`src/rtl/ppm_frame_ctrl.sv`:
```
// Frame controller behind the PPM decoder: delimits frames from SOF/byte strobes,
// tags the last byte, and buffers {last,data} entries in a FIFO for a valid/ready consumer.
module ppm_frame_ctrl #(
  parameter int DEPTH   = 16,
  parameter int MAX_LEN = 32,
  parameter int LEN_W   = 8,
  parameter int IDLE_TO = 64
) (
  input  logic             i_clk,
  input  logic             i_rst_n,
  input  logic             i_en,
  input  logic             i_sof_pulse,
  input  logic             i_byte_vld,
  input  logic [7:0]       i_byte_data,
  output logic             o_m_valid,
  output logic [7:0]       o_m_data,
  output logic             o_m_last,
  input  logic             i_m_ready,
  output logic             o_frame_done,
  output logic [LEN_W-1:0] o_frame_len,
  output logic             o_frame_err,
  output logic [1:0]       o_err_code,
  output logic             o_dec_clr,
  output logic             o_busy
);

  // state   | meaning
  // S_IDLE  | waiting for SOF, bytes ignored
  // S_ARMED | SOF seen, waiting for first byte
  // S_RECV  | receiving bytes, one held in the stage register
  // S_FLUSH | writing staged byte as last, reporting the frame
  // S_DROP  | aborted frame, discarding bytes until SOF
  typedef enum logic [2:0] {S_IDLE, S_ARMED, S_RECV, S_FLUSH, S_DROP} state_t;

  localparam int AW = $clog2(DEPTH);
  localparam int TW = $clog2(IDLE_TO);

  state_t           r_state, w_state_nxt;
  logic             r_restart, w_restart_nxt;
  logic [7:0]       r_stage;
  logic [LEN_W-1:0] r_cnt, w_cnt_nxt;
  logic [TW-1:0]    r_tmr;
  logic             r_done, r_err;
  logic [LEN_W-1:0] r_len;
  logic [1:0]       r_code;

  logic [8:0]       r_mem [DEPTH];
  logic [AW-1:0]    r_wptr, r_rptr;
  logic [AW:0]      r_fcnt;

  logic             w_sof, w_byte, w_evt, w_timing, w_tmo;
  logic             w_full, w_rd, w_wr, w_stage_ld, w_done, w_err;
  logic [8:0]       w_wr_data;
  logic [1:0]       w_err_code;

  assign w_sof    = i_en & i_sof_pulse;
  assign w_byte   = i_en & i_byte_vld;
  assign w_evt    = w_sof | w_byte;
  assign w_timing = (r_state == S_ARMED) || (r_state == S_RECV) || (r_state == S_DROP);
  assign w_tmo    = w_timing && !w_evt && (r_tmr == '0);
  assign w_full   = (r_fcnt == (AW+1)'(DEPTH));
  assign w_rd     = o_m_valid & i_m_ready;

  always_comb begin
    w_state_nxt   = r_state;
    w_restart_nxt = r_restart;
    w_cnt_nxt     = r_cnt;
    w_wr          = 1'b0;
    w_wr_data     = {1'b0, r_stage};
    w_stage_ld    = 1'b0;
    w_done        = 1'b0;
    w_err         = 1'b0;
    w_err_code    = 2'b00;
    case (r_state)
      S_IDLE: begin
        if (w_sof) begin
          w_state_nxt = S_ARMED;
          w_cnt_nxt   = '0;
        end
      end
      S_ARMED: begin
        if (!i_en) begin
          w_state_nxt = S_IDLE;
        end else if (w_sof) begin
          w_cnt_nxt = '0;
        end else if (w_byte) begin
          w_stage_ld  = 1'b1;
          w_cnt_nxt   = LEN_W'(1);
          w_state_nxt = S_RECV;
        end else if (w_tmo) begin
          w_err       = 1'b1;
          w_err_code  = 2'b11;
          w_state_nxt = S_IDLE;
        end
      end
      S_RECV: begin
        if (!i_en) begin
          w_state_nxt = S_IDLE;
        end else if (w_sof) begin
          w_state_nxt   = S_FLUSH;
          w_restart_nxt = 1'b1;
        end else if (w_byte) begin
          if (r_cnt == LEN_W'(MAX_LEN)) begin
            w_err       = 1'b1;
            w_err_code  = 2'b10;
            w_state_nxt = S_DROP;
          end else if (w_full) begin
            w_err       = 1'b1;
            w_err_code  = 2'b01;
            w_state_nxt = S_DROP;
          end else begin
            w_wr       = 1'b1;
            w_stage_ld = 1'b1;
            w_cnt_nxt  = r_cnt + 1'b1;
          end
        end else if (w_tmo) begin
          w_state_nxt   = S_FLUSH;
          w_restart_nxt = 1'b0;
        end
      end
      S_FLUSH: begin
        w_restart_nxt = 1'b0;
        w_cnt_nxt     = '0;
        // A restarting frame already consumed its SOF, so it re-arms even after an overflow.
        if (w_full) begin
          w_err       = 1'b1;
          w_err_code  = 2'b01;
          w_state_nxt = r_restart ? S_ARMED : S_DROP;
        end else begin
          w_wr        = 1'b1;
          w_wr_data   = {1'b1, r_stage};
          w_done      = 1'b1;
          w_state_nxt = r_restart ? S_ARMED : S_IDLE;
        end
      end
      S_DROP: begin
        if (!i_en) begin
          w_state_nxt = S_IDLE;
        end else if (w_sof) begin
          w_state_nxt = S_ARMED;
          w_cnt_nxt   = '0;
        end else if (w_tmo) begin
          w_state_nxt = S_IDLE;
        end
      end
      default: w_state_nxt = S_IDLE;
    endcase
  end

  always_ff @(posedge i_clk) begin
    if (!i_rst_n) begin
      r_state   <= S_IDLE;
      r_restart <= 1'b0;
      r_cnt     <= '0;
      r_stage   <= '0;
      r_tmr     <= '0;
      r_done    <= 1'b0;
      r_err     <= 1'b0;
      r_len     <= '0;
      r_code    <= 2'b00;
    end else begin
      r_state   <= w_state_nxt;
      r_restart <= w_restart_nxt;
      r_cnt     <= w_cnt_nxt;
      if (w_stage_ld) r_stage <= i_byte_data;
      if (w_evt) r_tmr <= TW'(IDLE_TO - 1);
      else if (w_timing && (r_tmr != '0)) r_tmr <= r_tmr - 1'b1;
      r_done <= w_done;
      r_err  <= w_err;
      if (w_done || w_err) r_len <= r_cnt;
      if (w_err) r_code <= w_err_code;
    end
  end

  always_ff @(posedge i_clk) begin
    if (w_wr && !w_full) r_mem[r_wptr] <= w_wr_data;
  end

  always_ff @(posedge i_clk) begin
    if (!i_rst_n) begin
      r_wptr <= '0;
      r_rptr <= '0;
      r_fcnt <= '0;
    end else begin
      if (w_wr && !w_full) r_wptr <= r_wptr + 1'b1;
      if (w_rd) r_rptr <= r_rptr + 1'b1;
      case ({w_wr && !w_full, w_rd})
        2'b10:   r_fcnt <= r_fcnt + 1'b1;
        2'b01:   r_fcnt <= r_fcnt - 1'b1;
        default: r_fcnt <= r_fcnt;
      endcase
    end
  end

  assign o_m_valid    = (r_fcnt != '0);
  assign o_m_last     = r_mem[r_rptr][8];
  assign o_m_data     = r_mem[r_rptr][7:0];
  assign o_frame_done = r_done;
  assign o_frame_len  = r_len;
  assign o_frame_err  = r_err;
  assign o_err_code   = r_code;
  assign o_dec_clr    = r_err;
  assign o_busy       = (r_state != S_IDLE);

endmodule

```
`config.mk`:
```
export PLATFORM = sky130hd
export DESIGN_NAME = ppm_frame_ctrl
export DESIGN_NICKNAME = d
export VERILOG_FILES = /design/src/rtl/ppm_frame_ctrl.sv
export SDC_FILE = /design/constraint.sdc
export NUM_CORES = 1
export LEC_CHECK = 0
export CELL_PAD_IN_SITES_DETAIL_PLACEMENT = 0
export CELL_PAD_IN_SITES_GLOBAL_PLACEMENT = 2
export CORE_MARGIN = 1.5
export CORE_UTILIZATION = 49
export CTS_BUF_LIST = sky130_fd_sc_hd__clkbuf_4
export DETAILED_ROUTE_END_ITERATION = 10
export PLACE_DENSITY_LB_ADDON = 0.25
export SLEW_MARGIN = 20
export SYNTH_ARGS = -nofsm -noshare
export SYNTH_HDL_FRONTEND = slang
export SYNTH_SLANG_ARGS = --single-unit
export TNS_END_PERCENT = 50
```
`constraint.sdc`:
```
create_clock -name i_clk -period 5.5 [get_ports i_clk]
set_clock_uncertainty 0.15 [all_clocks]
set_input_delay 0.55 -clock i_clk [delete_from_list [all_inputs] [get_ports i_clk]]
set_output_delay 0.55 -clock i_clk [all_outputs]
set_load 0.05 [all_outputs]
```
==> run_results.csv <==
group,metric,value,unit
outcome,outcome,"complete, no violations",
layout,n_fill_cell,1386,
layout,final_util,55.8,%
logic_synthesis,yosys-top-cells-count,"edfxtp_1, dfxtp_1, nand2_1",
sta,slew_headroom,29.7,%
clock_tree,cts.sinks,199,
drt,first_pass_iters,4,
setup_path,start_kind,"flip-flop",
die,core-area,16700,um^2
setup_path,crit_type,"reg2out",
worst_hold_path,min_path_cells,2,
clock_tree,cts_tree,"done",
placement,dp_hpwl,11.0,mm
setup_path,reg2reg_depth,15,
logic_synthesis,synth_ff_type,"edfxtp_1",
drt,vias_per_cell,5.68,
global_route,grt_max_degree,42,
clock_tree,clock_path_buffers,2,
global_route,grt_antenna_before_repair,1,
clock_tree,path_clk_slew,0.15,ns
clock_tree,numCtsBuffers,17,
layout,layout-drive-gt1-share,15.8,%
layout,final_nets,622,
logic_synthesis,synth_area_leaders,"edfxtp_1, dfxtp_1, mux4_2, mux2i_1, nand2_1",
worst_hold_path,hold_path_startpoint,"o_frame_len[4]",
sta,finalHoldViolCount,0,
clock_tree,post_cts_buffers,0,
logic_synthesis,ys_types,65,
sta,setup_tns,0,ns
placement,placedCellCount,797,
die,die_h,134,um
global_route,grt_usage,19.3,%
clock_tree,insertion_delay,0.56,ns
logic_synthesis,synth_nets,592,
die,die-width,134,um
die,pin_count,38,
drt,ant_nets,0,
clock_tree,cts_resized,0,
sta,timing.hold.ws,0.320,ns
sta,max_clock_freq,238,MHz
placement,gp_congestion,0.809,
layout,finalInstanceArea,9320,um^2
logic_synthesis,syn_inst,566,
sta,rsz0062_at_grt,"false",
clock_tree,clock-root-buffer,"clkbuf_4",
setup_path,cp.required,4.80,ns
drt,drt-initial-drc-count,282,
worst_hold_path,hold_path.class,"reg2reg",
setup_path,arrival,3.50,ns
pwr,leakagePower,2.99,nW
clock_tree,htree_levels,4,
drt,num_vias,4711,
sta,worstMarginPinSlew,1.05,ns
logic_synthesis,synth-edff-count,144,
setup_path,crit_fanout,19,
drt,routed_wl,16.6,mm
placement,io_buffers,37,
drt,drc,0,
layout,synthToLayoutAreaGrowth,10.3,%
drt,wl_per_cell,20.0,um
setup_path,end_kind,"output port",
sta,setup_violations,0,
setup_path,r2r-start,"r_cnt[0]",
die,num_rows,47,
logic_synthesis,async_reset_ff_share,0,%
setup_path,reg2reg_to,"r_fcnt[4]",
pwr,power_density,271,nW/um^2
logic_synthesis,syn_area_per_cell,14.9,um^2
layout,final_cells,830,
logic_synthesis,netlist_area,8450,um^2
die,dieArea,18000,um^2
worst_hold_path,holdPathEnd,"o_frame_len[4]",
global_route,grt_pass1_wl,26.2,mm
logic_synthesis,yosysMostFrequentCell,"edfxtp_1",
logic_synthesis,synth_top_area_share,51.2,%
logic_synthesis,synth-seq-cells,199,
sta,finalCriticalPeriod,4.20,ns
clock_tree,postCtsHoldBufs,0,
logic_synthesis,netlist.top_cell.by_area,"edfxtp_1",
global_route,grt_pass1_vias,4697,
sta,post-route-period-util,76.4,%
die,initial_utilization,50.6,%
sta,maxSlewViolCount,0,
logic_synthesis,synth-seq-area-share,64.2,%
placement,dpl_cell_area,9010,um^2
setup_path,r2r_setup_slack,1.69,ns
pwr,peakVddDrop,0.123,mV
job,cap_violations,0,
global_route,overflow,0,
logic_synthesis,yosysWarningCount,0,
==> worst max path at each step <==
stage,cells past startpoint,from,slack [ns],end
5_1_grt,4,flip-flop,1.09,o_m_data[7]
6_report,4,flip-flop,1.30,o_m_data[4]
4_1_cts,4,flip-flop,1.15,o_m_data[4]
2_1_floorplan,16,r_cnt[0],2.40,r_fcnt[4]
3_3_place_gp,14,i_byte_vld,1.36,r_fcnt[4]
3_5_place_dp,14,i_byte_vld,1.16,r_fcnt[4]
==> routing by layer <==
metal	GRT usage, %	vias up	wire length, um	part of all wire [%]
met5	0	-	0	0
met4	5.97	0	252	1.5
met3	4.16	16	656	3.9
met2	32.2	106	8410	51
met1	25.5	2357	7290	44
li1	-	2232	-	-
==> critical path, stage by stage (launching register included) <==
cell             delay [ns]
dfxtp_2                0.81
buf_4                  0.35
mux4_2                 0.58
mux4_2                 0.49
clkdlybuf4s50_1        0.71
==> cells in the final DEF (no fill, tap or decap), drive strengths merged, types with 8 or more instances in the layout <==
master and instances:
a21oi 20, and3 16, clkbuf 21, clkdlybuf4s50 37, dfxtp 55, edfxtp 144, ha 12, inv 17
mux2i 25, mux4 45, nand2 53, nand3 11, nor2 21, nor3 10, o21ai 12, xor2 8
==> power breakdown <==
part	internal, mW	switching [mW]
registers	1.60	0.0144
clock network	0.339	0.475
logic	0.0419	0.0565
total	1.98	0.546
==> sequential cells by signal (all words and copies together) (netlist names), 4 cells and up, named ones only <==
register,cells
r_mem,144
o_frame_len,8
r_cnt,8
r_stage,8
r_tmr,6
r_fcnt,5
r_rptr,4
r_wptr,4
==> area by class of cell <==
| cell class | count | area, um^2 | area share [%] |
|---|---|---|---|
| inverter | 15 | 56.3 | 0.604 |
| antenna | 1 | 2.50 | 0.0268 |
| sequential | 199 | 5430 | 58.2 |
| multi-input combinational | 321 | 2840 | 30.5 |
| clock inverter | 11 | 149 | 1.60 |
| clock buffer | 21 | 158 | 1.69 |
| timing repair buffer | 42 | 408 | 4.38 |
| tap | 220 | 275 | 2.95 |
==> metrics by stage <==
stage,setup WS (ns),total power [mW]
after floorplan,2.40,1.71
after global placement,1.36,1.74
after detailed placement,1.16,1.74
after CTS,1.15,2.55
after global routing,1.09,2.61
final,1.30,2.52
==> logic make-up (layout without fill, tap and decap cells) <==
group | Yosys count | count (layout) | share of synthesized area (%)
multiplexers | 70 | 70 | 14.9
adder cells (fa/ha/maj) | 12 | 12 | 1.78
AO/OA/AOI/OAI | 67 | 67 | 5.52
XOR/XNOR | 13 | 13 | 1.35
AND/OR/NAND/NOR | 159 | 159 | 9.93
other | 0 | 1 | 0
buffers and inverters | 46 | 89 | 2.29
flip-flops | 199 | 199 | 64.2
(Power assumes the default switching activity.)
